[src/rtl/counter_ctrl_if.sv]
// counter_ctrl_if: control, compare and status signals between board-level
// control logic (master) and the counter run controller (slave).
// Handshake: there is no valid/ready pair. Every control input is a level
// sampled on each rising clock edge. cnt_count_o, cnt_clear_o, wrap_o and
// done_o are valid for exactly the cycle in which they are high.
interface counter_ctrl_if #(
  parameter int WIDTH      = 8,
  parameter int PRESCALE_W = 16
) ();
  logic                  start_i;
  logic                  stop_i;
  logic                  step_i;
  logic                  mode_i;
  logic [WIDTH-1:0]      limit_i;
  logic [PRESCALE_W-1:0] prescale_i;
  logic [WIDTH-1:0]      q_i;
  logic                  cnt_count_o;
  logic                  cnt_clear_o;
  logic                  busy_o;
  logic                  done_o;
  logic                  wrap_o;
  logic [1:0]            state_o;

  // Controller side.
  modport slave (
    input  start_i, stop_i, step_i, mode_i, limit_i, prescale_i, q_i,
    output cnt_count_o, cnt_clear_o, busy_o, done_o, wrap_o, state_o
  );

  // Board-control side.
  modport master (
    output start_i, stop_i, step_i, mode_i, limit_i, prescale_i, q_i,
    input  cnt_count_o, cnt_clear_o, busy_o, done_o, wrap_o, state_o
  );
endinterface

[src/rtl/counter_ctrl.sv]
// counter_ctrl: run controller for the counter datapath. It drives the
// counter's count/clear inputs and supports start/stop/single-step,
// terminal-value compare and free-run-wrap or one-shot modes.
// Optional feature macro: COUNTER_CTRL_PRESCALE_EN adds a programmable tick
// prescaler. Without it, every RUN cycle that has no stop is a tick.
module counter_ctrl #(
  parameter int WIDTH      = 8,
  parameter int PRESCALE_W = 16
) (
  input  logic            clock_i,
  input  logic            clear_i,
  counter_ctrl_if.slave   bus
);

  typedef enum logic [1:0] {
    ST_IDLE  = 2'd0,
    ST_RUN   = 2'd1,
    ST_PAUSE = 2'd2,
    ST_DONE  = 2'd3
  } state_t;

  state_t state_q, state_d;

  logic tick;        // one counter tick resolves this cycle
  logic reload;      // load the prescaler from prescale_i
  logic run_adv;     // RUN cycle without stop: prescaler advances
  logic presc_zero;  // prescaler has expired (always true without it)
  logic start_clr;   // clear issued by a fresh start
  logic at_limit;

  logic cnt_count, cnt_clear, wrap, done;

  assign at_limit = (bus.q_i == bus.limit_i[WIDTH-1:0]);

  // Next-state logic and tick resolution; clear_i forces everything quiet.
  always_comb begin
    state_d   = state_q;
    tick      = 1'b0;
    reload    = 1'b0;
    run_adv   = 1'b0;
    start_clr = 1'b0;
    cnt_count = 1'b0;
    cnt_clear = 1'b0;
    wrap      = 1'b0;
    done      = 1'b0;

    unique case (state_q)
      ST_IDLE, ST_DONE: begin
        if (!bus.stop_i && bus.start_i) begin
          start_clr = 1'b1;
          reload    = 1'b1;
          state_d   = ST_RUN;
        end
      end
      ST_RUN: begin
        if (bus.stop_i) begin
          state_d = ST_PAUSE;
        end else begin
          run_adv = 1'b1;
          tick    = presc_zero;
        end
      end
      ST_PAUSE: begin
        if (!bus.stop_i) begin
          if (bus.start_i) begin
            state_d = ST_RUN;
            reload  = 1'b1;
          end else if (bus.step_i) begin
            tick = 1'b1;
          end
        end
      end
      default: state_d = ST_IDLE;
    endcase

    cnt_clear = start_clr;
    if (tick) begin
      if (!at_limit) begin
        cnt_count = 1'b1;
      end else if (!bus.mode_i) begin
        cnt_clear = 1'b1;
        wrap      = 1'b1;
      end else begin
        done    = 1'b1;
        state_d = ST_DONE;
      end
    end

    if (clear_i) begin
      state_d   = ST_IDLE;
      reload    = 1'b0;
      run_adv   = 1'b0;
      cnt_count = 1'b0;
      cnt_clear = 1'b0;
      wrap      = 1'b0;
      done      = 1'b0;
    end
  end

  // State register with synchronous clear.
  always_ff @(posedge clock_i) begin
    if (clear_i) state_q <= ST_IDLE;
    else         state_q <= state_d;
  end

`ifdef COUNTER_CTRL_PRESCALE_EN
  logic [PRESCALE_W-1:0] presc_q, presc_d;

  assign presc_zero = (presc_q == '0);

  // Prescaler: reload on start/resume and on every expiry, else count down.
  always_comb begin
    presc_d = presc_q;
    if (reload) begin
      presc_d = bus.prescale_i;
    end else if (run_adv) begin
      if (presc_zero) presc_d = bus.prescale_i;
      else            presc_d = presc_q - PRESCALE_W'(1);
    end
  end

  // Prescaler register with synchronous clear.
  always_ff @(posedge clock_i) begin
    if (clear_i) presc_q <= '0;
    else         presc_q <= presc_d;
  end
`else
  logic unused_prescale;

  assign presc_zero      = 1'b1;
  assign unused_prescale = ^{bus.prescale_i, reload, run_adv};
`endif

  assign bus.cnt_count_o = cnt_count;
  assign bus.cnt_clear_o = cnt_clear;
  assign bus.wrap_o      = wrap;
  assign bus.done_o      = done;
  assign bus.busy_o      = !clear_i && (state_q == ST_RUN);
  assign bus.state_o     = clear_i ? 2'd0 : state_q;

endmodule

[src/flat_wrapper.sv]
// flat-port wrapper written by rule: the top's interface ports become plain ports
module counter_ctrl_flat 
#(
  parameter int WIDTH      = 8,
  parameter int PRESCALE_W = 16
)
  (clock_i, clear_i, bus_start_i, bus_stop_i, bus_step_i, bus_mode_i, bus_limit_i, bus_prescale_i, bus_q_i, bus_cnt_count_o, bus_cnt_clear_o, bus_busy_o, bus_done_o, bus_wrap_o, bus_state_o);
  counter_ctrl_if #(.WIDTH(WIDTH), .PRESCALE_W(PRESCALE_W)) bus_i ();
  input  logic clock_i;
  input  logic clear_i;
  input wire logic [$bits(bus_i.start_i)-1:0] bus_start_i;
  input wire logic [$bits(bus_i.stop_i)-1:0] bus_stop_i;
  input wire logic [$bits(bus_i.step_i)-1:0] bus_step_i;
  input wire logic [$bits(bus_i.mode_i)-1:0] bus_mode_i;
  input wire logic [$bits(bus_i.limit_i)-1:0] bus_limit_i;
  input wire logic [$bits(bus_i.prescale_i)-1:0] bus_prescale_i;
  input wire logic [$bits(bus_i.q_i)-1:0] bus_q_i;
  output wire logic [$bits(bus_i.cnt_count_o)-1:0] bus_cnt_count_o;
  output wire logic [$bits(bus_i.cnt_clear_o)-1:0] bus_cnt_clear_o;
  output wire logic [$bits(bus_i.busy_o)-1:0] bus_busy_o;
  output wire logic [$bits(bus_i.done_o)-1:0] bus_done_o;
  output wire logic [$bits(bus_i.wrap_o)-1:0] bus_wrap_o;
  output wire logic [$bits(bus_i.state_o)-1:0] bus_state_o;
  assign bus_i.start_i = bus_start_i;
  assign bus_i.stop_i = bus_stop_i;
  assign bus_i.step_i = bus_step_i;
  assign bus_i.mode_i = bus_mode_i;
  assign bus_i.limit_i = bus_limit_i;
  assign bus_i.prescale_i = bus_prescale_i;
  assign bus_i.q_i = bus_q_i;
  assign bus_cnt_count_o = bus_i.cnt_count_o;
  assign bus_cnt_clear_o = bus_i.cnt_clear_o;
  assign bus_busy_o = bus_i.busy_o;
  assign bus_done_o = bus_i.done_o;
  assign bus_wrap_o = bus_i.wrap_o;
  assign bus_state_o = bus_i.state_o;
  counter_ctrl #(.WIDTH(WIDTH), .PRESCALE_W(PRESCALE_W)) u_core (.clock_i(clock_i), .clear_i(clear_i), .bus(bus_i));
endmodule
[config.mk]
export PLATFORM = sky130hd
export DESIGN_NAME = counter_ctrl_flat
export DESIGN_NICKNAME = d
export VERILOG_FILES = /design/src/rtl/counter_ctrl_if.sv /design/src/rtl/counter_ctrl.sv /design/src/flat_wrapper.sv
export SDC_FILE = /design/constraint.sdc
export NUM_CORES = 1
export LEC_CHECK = 0
export ABC_AREA = 1
export CAP_MARGIN = 20
export CORE_MARGIN = 4
export CORE_UTILIZATION = 27
export DETAILED_ROUTE_END_ITERATION = 10
export GPL_TIMING_DRIVEN = 0
export MAX_ROUTING_LAYER = met4
export PLACE_DENSITY = 0.79
export SLEW_MARGIN = 25
export SYNTH_ARGS = -nofsm -noshare
export SYNTH_HDL_FRONTEND = slang
export SYNTH_SLANG_ARGS = --single-unit
[constraint.sdc]
create_clock -name clock_i -period 2.2 [get_ports clock_i]
set_input_delay 0.44 -clock clock_i [delete_from_list [all_inputs] [get_ports clock_i]]
set_output_delay 0.44 -clock clock_i [all_outputs]
set_load 0.005 [all_outputs]
Word level (Yosys, flattened, before mapping)
Cells that the tools add are included.
W data, S select, Z words.
{"block": "word_totals", "regBits": 2, "input_bits": 38, "output_inout_bits": 7, "word_cells": 42}
{"block": "classes", "eq_ne": 4, "muxes": 31, "reduce_logical": 6}
{"op": "$mux W1", "n": 21}
{"op": "$mux W2", "n": 8}
{"op": "$eq A8 B8 Y1", "n": 1}
{"op": "$pmux W2 S3", "n": 1}
{"op": "$eq A2 B2 Y1 const B", "n": 2}
{"op": "$eq A2 B1 Y1 const B", "n": 1}
{"op": "$logic_and A1 B1 Y1", "n": 2}
{"op": "$logic_not A1 Y1", "n": 2}
{"op": "$logic_not A2 Y1", "n": 1}
{"op": "$pmux W1 S2", "n": 1}
{"op": "$reduce_or A2 Y1", "n": 1}

Depth between registers and ports, before layout
Gate-level depths: netlist (run 1).
{"block": "logic_depth", "ltp_word": 8, "ltp_mapped": 8, "mapped_depth_nobuf": 8}

Least setup slack after synthesis (run 1)
No wires, ideal clock.
{"block": "synth_timing", "path_kind": "register to output", "startpoint": "register u_core.state_q[0]", "endpoint": "output port bus_done_o", "arrival_time_ps": 1146, "slack_ps": 614, "path_stages_with_launch": 8, "path_buffers": 0, "path_cell_list": "dfxtp_1 -> inv_1 -> ha_1 -> nor2_1 -> nand2_1 -> nor2_1 -> nand3_2 -> inv_1"}
{"block": "synth_between", "elab_chain_len": 4, "elab_cells_between_ends": 5, "cone_classes": "eq/ne (2); mux (3)"}
{"item": "start: declaration", "line": "counter_ctrl.sv:22", "text": "state_t state_q, state_d;"}
{"item": "start signal: assignment", "line": "counter_ctrl.sv:103", "text": "else state_q <= state_d;"}
{"item": "$eq A2 B2 Y1 / $eq A2 B1 Y1 (equally long branches)", "line": "counter_ctrl.sv:47", "text": "unique case (state_q)"}
{"item": "$pmux W1 S2 *", "line": "counter_ctrl.sv:47"}
{"item": "$mux W1 *", "line": "counter_ctrl.sv:77", "text": "if (tick) begin"}
{"item": "$mux W1 *", "line": "counter_ctrl.sv:89", "text": "if (clear_i) begin"}
{"item": "end: declaration", "line": "flat_wrapper.sv:21", "text": "output wire logic [$bits(bus_i.done_o)-1:0] bus_done_o;"}
Every way passes the cells marked *; elsewhere a longest branch is shown, timed or not.

Final worst setup path (run 1)
{"block": "layout_timing", "startpoint": "input port bus_stop_i", "endpoint": "output port bus_cnt_clear_o"}
{"block": "layout_between", "elab_chain_len": 8, "elab_cells_between_ends": 11, "cone_classes": "mux (9); reduce/logical (2)"}
{"item": "start: declaration", "line": "flat_wrapper.sv:12", "text": "input wire logic [$bits(bus_i.stop_i)-1:0] bus_stop_i;"}
{"item": "$logic_not A1 Y1", "line": "counter_ctrl.sv:49", "text": "if (!bus.stop_i && bus.start_i) begin"}
{"item": "$logic_and A1 B1 Y1", "line": "counter_ctrl.sv:49"}
{"item": "$mux W1", "line": "counter_ctrl.sv:49"}
{"item": "$mux W1", "line": "counter_ctrl.sv:47"}
{"item": "$mux W1", "line": "counter_ctrl.sv:80", "text": "end else if (!bus.mode_i) begin"}
{"item": "$mux W1", "line": "counter_ctrl.sv:78", "text": "if (!at_limit) begin"}
{"item": "$mux W1 *", "line": "counter_ctrl.sv:77"}
{"item": "$mux W1 *", "line": "counter_ctrl.sv:89"}
{"item": "end: declaration", "line": "flat_wrapper.sv:19", "text": "output wire logic [$bits(bus_i.cnt_clear_o)-1:0] bus_cnt_clear_o;"}
Marks and branches as above.

==> summary.txt, run 1 <==
Routing
  – Vias per inst: around 4.3
  – DRT antenna net count: 0
  – DRT Pass-1 Iters: 2
  – DR iter-0 viols: 2
  – DRC violations left: 0
  – WL per Instance: 8.709 um
  – Wirelength, routed: 1019 um
  – Routed vias: slightly above 500

Setup path
  – Worst path slowest cell: clkdlybuf4s50_1
  – CP Cell Sequence: clkdlybuf4s50_1, nor2_1, nand2_1, nor2_1, nand3_2, nand2_1, dlygate4sd2_1
  – FF-to-FF path depth: 7
  – WS Path Type: in -> out
  – Crit path max fanout: 4
  – Worst setup EP type: primary output
  – Worst path depth: 7
  – Worst setup SP type: primary input
  – WP data required: around 1.8 ns
  – Worst EP arrival: 1.64 ns
  – WP buf/inv: 2
  – Crit-path max cell delay: 0.46 ns
  – Crit path max-delay family: buffers and inverters

STA
  – Tcrit/Tclk final: 94.45%
  – Slew margin rel.: 86.94%
  – Setup violators final: 0
  – Post-layout min period: 2.078 ns
  – Fmax: 0.4812 GHz
  – Final Hold Vio Count: 0
  – Setup TNS: 0 ns
  – RSZ-0062 raised after global routing: false
  – Slew of the pin with the lowest slew margin: just under 0.2 ns
  – Min Hold Slack: 0.6593 ns
  – Max-slew violation count: 0
  – Fin worst setup slack: 0.1221 ns
  – Worst-case clock skew: between 0.006 and 0.007 ns

Global routing
  – GRT overflow: 0
  – Pin count of the biggest net entering global routing: 6
  – First-pass GRT wire length: about 1600 um
  – Vias in the first global route: roughly 450
  – GRT Resource Usage Total: between 10% and 20%
  – Initial antenna violation count: 0

Synth
  – Seq/Total Area, Yosys: 10.70%
  – Synth Area in Simple Gates: approximately half
  – XOR/XNOR share of the synthesized area: around an eighth
  – Post-Syn Area per Cell: 5.502 um2
  – Post-synthesis compound-gate area fraction: 6.689%
  – Largest family of logic cells by synthesized area: simple AND/OR/NAND/NOR gates
  – Post-synthesis mux area share: 0%
  – YS warnings: 0
  – Synth Register Bits: 2
  – Syn Inst Count: 68
  – Post-synthesis cell type count: 16
  – Synth Area in Adders: 6.689%
  – Netlist Area Pre-Place: 374.1 um2
  – Synth Net Count: roughly 110

Pwr
  – Leakage Power: 0.0003671 uW
  – Pwr per Cell Area: 303.3 nW/um2
  – VDD IR max: 0.1863 mV

Min path
  – Worst Hold Class: reg -> reg
  – Hold path depth: 4

Placement
  – Final GP Congestion: 0.7167
  – Post-placement setup slack: -0.2013 ns
  – Buffers on Ports: 28
  – Placed Area: 673.1 um2
  – HPWL Detailed: 859.4 um

Final layout
  – Filler instances: 150
  – Max reg flops: 2
  – Area Overhead vs Synth: 93.31%
  – Top Registers: u_core.state_q x2
  – Post-route cell area: 723.2 um2
  – ANT cells: 0
  – Nets: between 100 and 150
  – Proportion of layout cells with a drive suffix above 1: between 10% and 20%
  – Final core occ: 55.58%
  – Largest Register: u_core.state_q

Job
  – Number of max-cap violations: 0

Run status
  – Status: finished, final reports clean

Clock tree
  – Hold_buf cts: 0
  – Clock transition at path regs: 0.03 ns
  – CTS max path bufs: 2
  – CTS tree: yes
  – CTS buffer count: 3
  – Sink Count: 2
  – Worst skew pair latency: between 0.2 and 0.25 ns
  – CTS H-Tree Depth: 1
  – Root Driver: clkbuf_4

Die
  – # IOs: 45
  – Initial Util: 28.75%
  – DIE WIDTH: 45.23 um
  – Cell row count: 13
  – Die Ht: about 45 um
  – Core area: 1301 um2
  – Die area: approximately 2000 um2
-- cells in the mapped netlist --
| cell type | instances | area, um2 |
|---|---|---|
| xnor2_1 | 5 | 43.79 |
| nand3_1 | 3 | 15.01 |
| nand3_2 | 2 | 20.02 |
| nand2_2 | 1 | 6.260 |
| o21ai_1 | 1 | 5.000 |
| dfxtp_1 | 2 | 40.04 |
| inv_2 | 2 | 7.510 |
| o21ai_0 | 3 | 15.01 |
| nand2_1 | 21 | 78.83 |
| inv_1 | 14 | 52.55 |
| nor3_1 | 1 | 5.000 |
| a21oi_1 | 1 | 5.000 |
| nor2_1 | 7 | 26.28 |
| nor2_4 | 2 | 22.52 |
| ha_1 | 2 | 25.02 |
| nand4_1 | 1 | 6.260 |
-- kinds of logic after synthesis --
kind of cell,count (synthesis)
AOI/OAI and AO/OA,5
xor gates and xnor gates,5
adders and majority gates,2
buffers and inverters,16
DFF,2
and+or+nand+nor,38
-- final timing paths --
check	startpoint	to	slack (ns)
hold reg to reg	u_core.state_q[0]	u_core.state_q[0]	0.66
hold / removal	u_core.state_q[0]	u_core.state_q[0]	0.66
setup / recovery	bus_stop_i	bus_cnt_clear_o	0.12
setup reg to reg	u_core.state_q[0]	u_core.state_q[1]	0.95
-- worst register-to-register path: cells and delay by family, from the launching register on --
kind | cells | cell delay (ns)
buffers and inverters | 1 | 0.09
adder cells (fa/ha/maj) | 1 | 0.26
AND/OR/NAND/NOR | 5 | 0.51
flip-flops | 1 | 0.32
-- cell type report --
cell class                 count  area [um2]  share of cell area (%)
clock buffer                   3       22.52                   3.114
inverter                      16       60.06                   8.304
timing repair buffer          31       292.8                   40.48
tap                           15       18.77                   2.595
multi-input combinational     50       289.0                   39.97
sequential                     2       40.04                   5.536
-- metrics by stage --
step / std cells / total power (uW)
floorplan: 68 / 81.80
global route: 117 / 231.4
finish: 117 / 219.3
CTS: 117 / 222.0
global placement: 111 / 133.0
detailed placement: 111 / 135.0
-- cells in the final DEF, fill, tap and decap left out, types with 3 or more instances in the layout --
master / instances
buf_4: 3
o21ai_0: 3
xnor2_1: 5
nand2_1: 21
nand3_1: 3
nor2_1: 6
clkdlybuf4s50_1: 23
dlygate4sd2_1: 4
inv_1: 14
clkbuf_4: 3
-- where the power goes --
part           internal, uW  total [uW]  switching (uW)
logic                  59.4        99.3            39.9
clock network          60.1        80.5            20.3
registers              38.5        39.6            1.09
total                   158         219            61.3
-- repair_timing --
item / 4_1_cts / 5_1_grt
buffers inserted: 3 / 0
endpoints found under the hold margin: 0 / 0
pin swaps: 6 / 1
resized for setup: 7 / 2
endpoints found under the setup margin: 4 / 1
-- metal layers --
layer | global-route usage (%) | wire, um
met4 | 5.263 | 6
met1 | 10.90 | 396
met2 | 20.34 | 513
met3 | 2.789 | 102
met5 | - | 0
Power figures use the tool's default switching activity.
==> run 2, diff against run 1 <==
- CAP_MARGIN: 20 -> unset
==> results of run 2 <==
No change in the layout: final DEF, timing and power equal those of run 1.
